--- config.mk ---
export PLATFORM = sky130hd
export DESIGN_NAME = uart_rx
export DESIGN_NICKNAME = d
export VERILOG_FILES = /design/src/rtl/uart_rx.sv
export SDC_FILE = /design/constraint.sdc
export NUM_CORES = 1
export LEC_CHECK = 0
export CORE_MARGIN = 3
export CORE_UTILIZATION = 56
export CTS_CLUSTER_DIAMETER = 150
export CTS_CLUSTER_SIZE = 25
export DETAILED_ROUTE_END_ITERATION = 8
export PLACE_DENSITY = 0.76
export SYNTH_ARGS = -nofsm -noshare
export SYNTH_HDL_FRONTEND = slang
export SYNTH_SLANG_ARGS = --single-unit
--- constraint.sdc ---
create_clock -name clk_i -period 5.6 [get_ports clk_i]
set_input_delay 1.68 -clock clk_i [delete_from_list [all_inputs] [get_ports clk_i]]
set_output_delay 1.68 -clock clk_i [all_outputs]
set_load 0.1 [all_outputs]
--- src/rtl/uart_rx.sv ---
// 8N1 UART receiver with a first-word-fall-through receive FIFO.
// Frames are sampled mid-bit using a per-bit baud divider; good bytes are queued for the bus side.
module uart_rx #(
    parameter int DEPTH = 32
) (
    input  logic                       clk_i,
    input  logic                       rst_i,
    input  logic [15:0]                baud_div_i,
    input  logic                       rx_en_i,
    input  logic                       rx_bit_i,
    input  logic                       rx_re_i,
    output logic [7:0]                 dout_o,
    output logic                       empty_o,
    output logic                       full_o,
    output logic [$clog2(DEPTH+1)-1:0] level_o,
    output logic                       frame_err_o,
    output logic                       overrun_o
);
    localparam int LW = $clog2(DEPTH + 1);
    localparam int AW = $clog2(DEPTH);

    typedef enum logic [1:0] {IDLE = 2'd0, START = 2'd1, DATA = 2'd2, STOP = 2'd3} state_t;

    state_t            state_r, next_state_s;
    logic              sync1_r, rxs_r, rxs_d_r;
    logic [15:0]       baud_cnt_r, div_s, half_s;
    logic [2:0]        bit_idx_r;
    logic [7:0]        shreg_r, dout_r;
    logic [7:0]        mem_r [DEPTH];
    logic [AW-1:0]     wr_ptr_r, rd_ptr_r, rd_nxt_s;
    logic [LW-1:0]     level_r;
    logic              frame_err_r, overrun_r;
    logic              cnt_clr_s, shift_s, bit_clr_s, push_s, ferr_s, ovr_s;
    logic              pop_s, full_s, empty_s, can_accept_s;

    assign div_s        = (baud_div_i < 16'd2) ? 16'd2 : baud_div_i;
    assign half_s       = div_s >> 1;
    assign full_s       = (level_r == LW'(DEPTH));
    assign empty_s      = (level_r == LW'(0));
    assign pop_s        = rx_re_i && !empty_s;
    assign can_accept_s = !full_s || rx_re_i;
    assign rd_nxt_s     = rd_ptr_r + AW'(1);

    assign dout_o      = dout_r;
    assign empty_o     = empty_s;
    assign full_o      = full_s;
    assign level_o     = level_r;
    assign frame_err_o = frame_err_r;
    assign overrun_o   = overrun_r;

    // Synchronizer, edge-detect delay and FSM state register
    always_ff @(posedge clk_i) begin
        if (rst_i) begin
            sync1_r <= 1'b1;
            rxs_r   <= 1'b1;
            rxs_d_r <= 1'b1;
            state_r <= IDLE;
        end else begin
            sync1_r <= rx_bit_i;
            rxs_r   <= sync1_r;
            rxs_d_r <= rxs_r;
            state_r <= next_state_s;
        end
    end

    // Next-state and per-cycle control decode; disabling the receiver aborts any frame silently
    always_comb begin
        next_state_s = state_r;
        cnt_clr_s    = 1'b0;
        shift_s      = 1'b0;
        bit_clr_s    = 1'b0;
        push_s       = 1'b0;
        ferr_s       = 1'b0;
        ovr_s        = 1'b0;
        case (state_r)
            IDLE: begin
                if (rx_en_i && rxs_d_r && !rxs_r) begin
                    next_state_s = START;
                    cnt_clr_s    = 1'b1;
                end else begin
                    next_state_s = IDLE;
                end
            end
            START: begin
                if (!rx_en_i) begin
                    next_state_s = IDLE;
                    cnt_clr_s    = 1'b1;
                end else if (baud_cnt_r == half_s - 16'd1) begin
                    cnt_clr_s    = 1'b1;
                    bit_clr_s    = 1'b1;
                    next_state_s = rxs_r ? IDLE : DATA;
                end else begin
                    next_state_s = START;
                end
            end
            DATA: begin
                if (!rx_en_i) begin
                    next_state_s = IDLE;
                    cnt_clr_s    = 1'b1;
                end else if (baud_cnt_r == div_s - 16'd1) begin
                    cnt_clr_s    = 1'b1;
                    shift_s      = 1'b1;
                    next_state_s = (bit_idx_r == 3'd7) ? STOP : DATA;
                end else begin
                    next_state_s = DATA;
                end
            end
            STOP: begin
                if (!rx_en_i) begin
                    next_state_s = IDLE;
                    cnt_clr_s    = 1'b1;
                end else if (baud_cnt_r == div_s - 16'd1) begin
                    // Leave mid-stop-bit so a back-to-back start edge is not missed
                    cnt_clr_s    = 1'b1;
                    next_state_s = IDLE;
                    if (rxs_r) begin
                        push_s = can_accept_s;
                        ovr_s  = !can_accept_s;
                    end else begin
                        ferr_s = 1'b1;
                    end
                end else begin
                    next_state_s = STOP;
                end
            end
            default: begin
                next_state_s = IDLE;
                cnt_clr_s    = 1'b1;
            end
        endcase
    end

    // Baud counter, bit index, deserializer and error pulses
    always_ff @(posedge clk_i) begin
        if (rst_i) begin
            baud_cnt_r  <= 16'd0;
            bit_idx_r   <= 3'd0;
            shreg_r     <= 8'd0;
            frame_err_r <= 1'b0;
            overrun_r   <= 1'b0;
        end else begin
            baud_cnt_r  <= (cnt_clr_s || state_r == IDLE) ? 16'd0 : baud_cnt_r + 16'd1;
            frame_err_r <= ferr_s;
            overrun_r   <= ovr_s;
            if (bit_clr_s) begin
                bit_idx_r <= 3'd0;
            end else if (shift_s) begin
                bit_idx_r <= bit_idx_r + 3'd1;
            end
            if (shift_s) begin
                shreg_r <= {rxs_r, shreg_r[7:1]};
            end
        end
    end

    // FIFO storage; no reset needed since only occupied slots are ever read
    always_ff @(posedge clk_i) begin
        if (push_s) begin
            mem_r[wr_ptr_r] <= shreg_r;
        end
    end

    // FIFO pointers, occupancy and registered head word (holds last value when empty)
    always_ff @(posedge clk_i) begin
        if (rst_i) begin
            wr_ptr_r <= '0;
            rd_ptr_r <= '0;
            level_r  <= '0;
            dout_r   <= 8'd0;
        end else begin
            if (push_s) begin
                wr_ptr_r <= wr_ptr_r + AW'(1);
            end
            if (pop_s) begin
                rd_ptr_r <= rd_nxt_s;
                if (level_r > LW'(1)) begin
                    dout_r <= mem_r[rd_nxt_s];
                end else if (push_s) begin
                    dout_r <= shreg_r;
                end
            end else if (push_s && empty_s) begin
                dout_r <= shreg_r;
            end
            case ({push_s, pop_s})
                2'b10:   level_r <= level_r + LW'(1);
                2'b01:   level_r <= level_r - LW'(1);
                default: level_r <= level_r;
            endcase
        end
    end

endmodule

Yosys cells after proc, flatten, opt, wreduce, memory -nomap -nowiden
Memories as Yosys holds them, arrays and structs flattened.
Cells that the tools add are included.
{ "totals": {"wordCells": 91, "ramBits": 256, "register_bits": 58, "mem_count": 1, "out_inout_bits": 18, "inputBits": 21} }
{ "classes": {"eq_ne": 10, "magnitude_cmp": 2, "muxes": 33, "bitwise": 4, "n_reduce_logical": 20, "add_sub_neg": 8} }
{ "mem_list": {"columns": ["memory", "words", "word_bits", "read_ports", "rd_ports_with_merged_regs", "write_ports", "line_no", "source"], "rows": [
  ["mem_r", 32, 8, 1, 0, 1, "29", "logic [7:0] mem_r [DEPTH];"]
]} }
{ "op_table": {"columns": ["operator", "count"], "rows": [
  ["$eq A16 B16 Y1", 2],
  ["$mux W8", 4],
  ["$mux W1", 19],
  ["$add A16 B1 Y16 const B", 1],
  ["$lt A16 B2 Y1 const B", 1],
  ["$mux W16", 1],
  ["$sub A15 B1 Y16 const B", 1],
  ["$sub A16 B1 Y16 const B", 1],
  ["$mux W2", 6],
  ["$pmux W6 S2", 1],
  ["$add A5 B1 Y5 const B", 2],
  ["$pmux W2 S4", 1],
  ["$add A6 B1 Y6 const B", 1],
  ["$eq A2 B2 Y1 const B", 3],
  ["$eq A6 B6 Y1 const B", 1],
  ["$gt A6 B1 Y1 const B", 1],
  ["$logic_not A6 Y1", 1],
  ["$reduce_or A2 Y1", 3],
  ["$sub A6 B1 Y6 const B", 1],
  ["$reduce_or A5 Y1", 1],
  ["$eq A2 B1 Y1 const B", 2],
  ["$logic_and A1 B1 Y1", 4],
  ["$logic_not A1 Y1", 4],
  ["$not A1 Y1", 4],
  ["other kinds (9)", 11]
]} }

Depth between registers and ports, before layout
{ "depth": {"word_depth": 10, "ltp_mapped": 20} }

Least setup slack after synthesis
No wires, ideal clock.
{ "synth_timing": {"path_type": "input port to flip-flop", "startpoint": "input baud_div_i[2]", "endpoint": "register level_r[5] (netlist: level_o[5])", "n_path_buf": 3, "path_stages": 20, "t_required_ns": 5.473, "arrival_ns": 5.614, "setup_slack_ns": -0.140, "setup_ns": 0.127, "cell_sequence": "buf_2 > nor4_1 > a41oi_1 > clkinv_1 > ha_1 > nor3b_2 > nand3_1 > or4b_2 > nand3_1 > and3_4 > nand4_4 > buf_2 > ha_1 > clkbuf_1 > nor2_1 > a31oi_1 > nor2_1 > nand2_1 > xnor2_1 > nor2b_1"} }
{ "synth_via": {"elab_chain_len": 9, "elab_cells_between_ends": 11, "classes_between": "1 x add/sub; 1 x order compare; 3 x eq/ne; 5 x mux; 1 x reduce/logical"} }
{ "synth_lines": {"columns": ["item", "line_no", "source"], "rows": [
  ["from (decl)", "8", "input logic [15:0] baud_div_i,"],
  ["$lt A16 B2 Y1", "36", "assign div_s = (baud_div_i < 16'd2) ? 16'd2 : baud_div_i;"],
  ["$mux W16 *", "36", null],
  ["$sub A16 B1 Y16 *", "112", "end else if (baud_cnt_r == div_s - 16'd1) begin"],
  ["$eq A16 B16 Y1 *", "112", null],
  ["$mux W1 *", "112", null],
  ["$mux W1 *", "109", "if (!rx_en_i) begin"],
  ["$mux W1 *", "75", "case (state_r)"],
  ["$eq A2 B1 Y1 or $eq A2 B2 Y1 (tied branches)", "184", "case ({push_s, pop_s})"],
  ["$pmux W6 S2 or $reduce_bool A2 Y1 (tied branches)", null, null],
  ["to (signal assigned)", "185", "2'b10: level_r <= level_r + LW'(1);"],
  ["to (signal assigned)", "186", "2'b01: level_r <= level_r - LW'(1);"],
  ["to (signal assigned)", "187", "default: level_r <= level_r;"],
  ["to (decl)", "31", "logic [LW-1:0] level_r;"]
]} }
Mark *: on every way between the ends. The rest lies on a longest branch, timed or not.
A chain may end at the register's enable or synchronous reset.

Worst setup path after layout
{ "layout_timing": {"startpoint": "input baud_div_i[10]", "endpoint": "register dout_r[0] (netlist: dout_o[0])"} }
{ "layout_via": {"elab_chain_len": 10, "elab_cells_between_ends": 11, "classes_between": "1 x add/sub; 1 x order compare; 2 x eq/ne; 4 x mux; 3 x reduce/logical"} }
{ "layout_lines": {"columns": ["item", "line_no", "source"], "rows": [
  ["$lt A16 B2 Y1", "36", null],
  ["$mux W16 *", "36", null],
  ["$sub A16 B1 Y16 *", "112", null],
  ["$eq A16 B16 Y1 *", "112", null],
  ["$mux W1 *", "112", null],
  ["$mux W1 *", "109", null],
  ["$mux W1 *", "75", null],
  ["$logic_and A1 B1 Y1", "181", "end else if (push_s && empty_s) begin"],
  ["$reduce_bool A2 Y1 (no line)", null, null],
  ["$reduce_and A2 Y1 (no line) *", null, null],
  ["to (signal assigned)", "177", "dout_r <= mem_r[rd_nxt_s];"],
  ["to (signal assigned)", "179", "dout_r <= shreg_r;"],
  ["to (signal assigned)", "182", "dout_r <= shreg_r;"],
  ["to (decl)", "28", "logic [7:0] shreg_r, dout_r;"]
]} }
Marked as above.

==> metrics.txt <==
# TYPE chip_impl_metric gauge
chip_impl_info{name="setup.worst_path.start",value="baud_div_i[10]"} 1
chip_impl_metric{name="multi_input_area",unit="µm²"} 4790
chip_impl_metric{name="leakagePower",unit="nW"} 5.63
chip_impl_info{name="run_status",value="finished, final reports clean"} 1
chip_impl_metric{name="layout.nets",unit=""} 1043
chip_impl_metric{name="number_of_drc_markers_in_iteration_0",unit=""} 633
chip_impl_metric{name="io_buffers",unit=""} 38
chip_impl_metric{name="grt.total_usage",unit=""} 0.230
chip_impl_metric{name="synth_seq_area_share",unit=""} 0.634
chip_impl_info{name="ys_top_cells_by_area",value="sky130_fd_sc_hd__edfxtp_1 (55%), sky130_fd_sc_hd__mux4_2 (13%), sky130_fd_sc_hd__dfxtp_1 (8.3%), sky130_fd_sc_hd__nor2_1 (2.3%), sky130_fd_sc_hd__xnor2_1 (2.0%)"} 1
chip_impl_metric{name="cts-buffers-inserted",unit=""} 16
chip_impl_metric{name="detailed_place.area",unit="µm²"} 15300
chip_impl_metric{name="tritoncts_num_sinks",unit=""} 314
chip_impl_metric{name="post_drt_wl_per_cell",unit="µm"} 22.4
chip_impl_metric{name="detailed_placer_s_ending_hpwl",unit="µm"} 20400
chip_impl_metric{name="routed_wl",unit="µm"} 30100
chip_impl_metric{name="fill_cells",unit=""} 1761
chip_impl_metric{name="initial_utilization",unit=""} 0.572
chip_impl_metric{name="placedCellCount",unit=""} 1313
chip_impl_metric{name="worst_ir_drop_vdd",unit="V"} 0.000419
chip_impl_metric{name="final.setup.worst_slack",unit="ns"} 0.252
chip_impl_metric{name="clkLatencyLatePin",unit="ns"} 0.50
chip_impl_metric{name="synth-edff-count",unit=""} 256
chip_impl_metric{name="worst_pin_slew",unit="ns"} 1.12
chip_impl_metric{name="syn2layout_area_growth",unit="%"} 12.8
chip_impl_metric{name="gp_routability_congestion",unit=""} 0.956
chip_impl_metric{name="pin_count_of_the_biggest_net_entering_global_routing",unit=""} 47
chip_impl_info{name="r2r_start",value="rd_ptr_r[0]"} 1
chip_impl_metric{name="finalCritPeriodShare",unit=""} 0.955
chip_impl_info{name="synth_flop_cell",value="sky130_fd_sc_hd__edfxtp_1"} 1
chip_impl_metric{name="flip_flop_and_latch_area",unit="µm²"} 8850
chip_impl_metric{name="coreArea",unit="µm²"} 24400
chip_impl_info{name="timing.hold.worst.class",value="flip-flop to flip-flop"} 1
chip_impl_metric{name="dieWidth",unit="µm"} 164
chip_impl_metric{name="cp.arrival",unit="ns"} 5.76
chip_impl_metric{name="synth.avg_cell_area",unit="µm²"} 15.4
chip_impl_metric{name="via_count",unit=""} 8141
chip_impl_metric{name="post_layout_nonfiller_instances",unit=""} 1341
chip_impl_metric{name="grt_pass1_vias",unit=""} 7883
chip_impl_info{name="setup.worst_path.start_class",value="input pin"} 1
chip_impl_metric{name="floorplan.rows",unit=""} 57
chip_impl_metric{name="synthArstFlopShare",unit=""} 0
chip_impl_info{name="min_from",value="sync1_r"} 1
chip_impl_metric{name="design_area",unit="µm²"} 15700
chip_impl_metric{name="dieArea",unit="µm²"} 26900
chip_impl_metric{name="nets_in_the_synthesized_netlist",unit=""} 942
chip_impl_metric{name="timing.max_cap.violations",unit=""} 0
chip_impl_info{name="critical_path.endpoint_type",value="flip-flop"} 1
chip_impl_metric{name="synth_top_area_share",unit=""} 0.551
chip_impl_metric{name="synth_seq_cells",unit=""} 314
chip_impl_metric{name="ios",unit=""} 39
chip_impl_metric{name="htreeDepth",unit=""} 1
chip_impl_metric{name="drive_gt1_frac",unit=""} 0.230
chip_impl_info{name="cts_root_buf",value="sky130_fd_sc_hd__clkbuf_16"} 1
chip_impl_info{name="worst-setup-path-type",value="input pin to flip-flop"} 1
chip_impl_metric{name="drc",unit=""} 0
chip_impl_metric{name="first_pass_iters",unit=""} 6
chip_impl_metric{name="avgViaCountPerCell",unit=""} 6.07
chip_impl_metric{name="ctsLongestPathBuffers",unit=""} 3
chip_impl_metric{name="worstPathMaxFanout",unit=""} 16
chip_impl_metric{name="dp_slack",unit="ns"} -0.228
chip_impl_metric{name="synth_area",unit="µm²"} 14000
chip_impl_info{name="tritoncts",value="built"} 1
chip_impl_metric{name="setup.reg_to_reg.worst_slack",unit="ns"} 2.02
chip_impl_metric{name="grt_pass1_wl",unit="µm"} 47200
chip_impl_metric{name="drtAntennaViolNets",unit=""} 0
chip_impl_metric{name="data_required_time_of_the_worst_path",unit="ns"} 6.01
chip_impl_info{name="yosysTopAreaCell",value="sky130_fd_sc_hd__edfxtp_1"} 1
chip_impl_metric{name="synth.yosys.warnings",unit=""} 0
chip_impl_info{name="setup_repair_after_global_routing_missed_its_margin",value="false"} 1
chip_impl_metric{name="post_cts_resize_count",unit=""} 0
chip_impl_metric{name="slew-limit-headroom",unit=""} 0.254
chip_impl_metric{name="number_of_antenna_violations_at_the_first_check_in_global_routing",unit=""} 0
chip_impl_metric{name="hold_vio_cnt_final",unit=""} 0
chip_impl_metric{name="insertedDiodeCount",unit=""} 0
chip_impl_metric{name="cts_post_setup_buffers_inserted",unit=""} 0
chip_impl_metric{name="grt_overflow",unit=""} 0
chip_impl_metric{name="layout.core_utilization",unit=""} 0.646
chip_impl_metric{name="die_height",unit="µm"} 164
chip_impl_metric{name="quantity_of_hold_fixing_buffers_added_after_cts",unit=""} 0
chip_impl_metric{name="fin_max_slew_vios",unit=""} 0
chip_impl_metric{name="syn_inst",unit=""} 906
chip_impl_metric{name="worst_setup_hold_path_clk_slew",unit="ns"} 0.09
chip_impl_metric{name="synth.distinct_cells",unit=""} 70
chip_impl_metric{name="finalSetupViolCount",unit=""} 0
chip_impl_metric{name="finalClockSkew",unit="ns"} 0.0250
chip_impl_metric{name="hold_slack",unit="ns"} 0.424
chip_impl_metric{name="timing.fmax",unit="GHz"} 0.187
chip_impl_metric{name="final.min_clock_period",unit="ns"} 5.35
chip_impl_metric{name="p_per_area",unit="nW/µm²"} 301
## layout by cell type, fill, tap and decap left out, types with 18 or more instances in the layout
cell type	instances
sky130_fd_sc_hd__buf_4	100
sky130_fd_sc_hd__clkdlybuf4s50_1	37
sky130_fd_sc_hd__dfxtp_1	57
sky130_fd_sc_hd__edfxtp_1	256
sky130_fd_sc_hd__inv_1	18
sky130_fd_sc_hd__mux2i_1	20
sky130_fd_sc_hd__mux4_2	80
sky130_fd_sc_hd__nand2_1	27
sky130_fd_sc_hd__nand3_1	23
sky130_fd_sc_hd__nor2_1	84
sky130_fd_sc_hd__nor3_1	26
sky130_fd_sc_hd__xnor2_1	31
sky130_fd_sc_hd__xor2_1	29
## cells in the mapped netlist, types with 4 or more instances
cell	count
sky130_fd_sc_hd__and3_1	4
sky130_fd_sc_hd__o21ai_0	7
sky130_fd_sc_hd__a211o_1	9
sky130_fd_sc_hd__o21ai_1	14
sky130_fd_sc_hd__nand3b_1	9
sky130_fd_sc_hd__a311oi_1	4
sky130_fd_sc_hd__nand2_1	27
sky130_fd_sc_hd__nor2b_1	17
sky130_fd_sc_hd__nand4_1	8
sky130_fd_sc_hd__clkbuf_1	30
sky130_fd_sc_hd__mux4_2	80
sky130_fd_sc_hd__nor3_1	26
sky130_fd_sc_hd__a31oi_1	8
sky130_fd_sc_hd__xnor2_1	32
sky130_fd_sc_hd__a21oi_1	11
sky130_fd_sc_hd__dfxtp_1	58
sky130_fd_sc_hd__nand3_1	23
sky130_fd_sc_hd__buf_6	8
sky130_fd_sc_hd__inv_1	18
sky130_fd_sc_hd__o31ai_1	9
sky130_fd_sc_hd__nor2_1	86
sky130_fd_sc_hd__ha_1	15
sky130_fd_sc_hd__xor2_1	29
sky130_fd_sc_hd__or2_2	4
sky130_fd_sc_hd__buf_1	5
sky130_fd_sc_hd__or3b_1	4
sky130_fd_sc_hd__edfxtp_1	256
sky130_fd_sc_hd__or3_1	11
sky130_fd_sc_hd__mux2i_1	20
sky130_fd_sc_hd__buf_2	12
## area by class of cell
cell class,count,area share
well taps,324,0.0257
inverters,19,0.00461
clock buffers,27,0.0294
flip-flops and latches,314,0.562
clock inverters,1,0.00103
multi-input cells,517,0.304
repair buffers,139,0.0728
## per-layer routing
| metal | vias to the layer above | track usage | share of wire |
|---|---|---|---|
| met5 | - | 0 | 0 |
| met4 | 0 | 0.0396 | 0.014 |
| met3 | 32 | 0.0300 | 0.075 |
| met2 | 305 | 0.384 | 0.49 |
| met1 | 4106 | 0.337 | 0.42 |
| li1 | 3698 | - | - |
## cell families after synthesis
kind of cell               share of synthesized area
DFF                                            0.634
and+or+nand+nor                                0.101
muxes                                          0.143
AOI/OAI and AO/OA                             0.0440
buffers and inverters                         0.0258
xor gates and xnor gates                      0.0383
adders and majority gates                     0.0134
## final timing paths
path,to,depth (start not counted)
hold / removal,rxs_r,1
hold reg to reg,rxs_r,1
setup / recovery,dout_o[0],17
setup reg to reg,dout_o[0],7
## metrics by stage
step / power (W) / setup TNS, ns
after global routing: 0.00491 / 0
after detailed placement: 0.00352 / -35.05
after floorplan: 0.00327 / 0
after global placement: 0.00352 / -19.95
after CTS: 0.00477 / 0
final: 0.00473 / 0
## power by group
group | switching, W | total [W] | internal, W
sequential | 0.0000755 | 0.00257 | 0.00250
clock | 0.000697 | 0.00127 | 0.000578
combinational | 0.000519 | 0.000882 | 0.000363
total | 0.00129 | 0.00473 | 0.00344
## registers in the layout (all words and copies together) (netlist names), 2 cells and up
name and count:
baud_cnt_r 16, bit_idx_r 3, dout_o 8, level_o 6, mem_r 256, rd_ptr_r 5, shreg_r 8, state_r 2
wr_ptr_r 5
## worst max-delay path, cell delays in order
cell and delay (ns):
sky130_fd_sc_hd__clkdlybuf4s50_1 0.57, sky130_fd_sc_hd__nor4_4 0.07, sky130_fd_sc_hd__buf_4 0.17, sky130_fd_sc_hd__a41oi_1 0.34, sky130_fd_sc_hd__ha_1 0.28, sky130_fd_sc_hd__nor3b_4 0.26
sky130_fd_sc_hd__buf_4 0.17, sky130_fd_sc_hd__nand4_1 0.12, sky130_fd_sc_hd__xnor2_1 0.16, sky130_fd_sc_hd__a31oi_1 0.29, sky130_fd_sc_hd__nor2_2 0.09, sky130_fd_sc_hd__buf_4 0.16
sky130_fd_sc_hd__nand4_4 0.11, sky130_fd_sc_hd__ha_1 0.17, sky130_fd_sc_hd__nor2b_1 0.88, sky130_fd_sc_hd__o21ai_1 0.13, sky130_fd_sc_hd__o31ai_1 0.11
No activity file was read; power rests on OpenSTA's default activity.
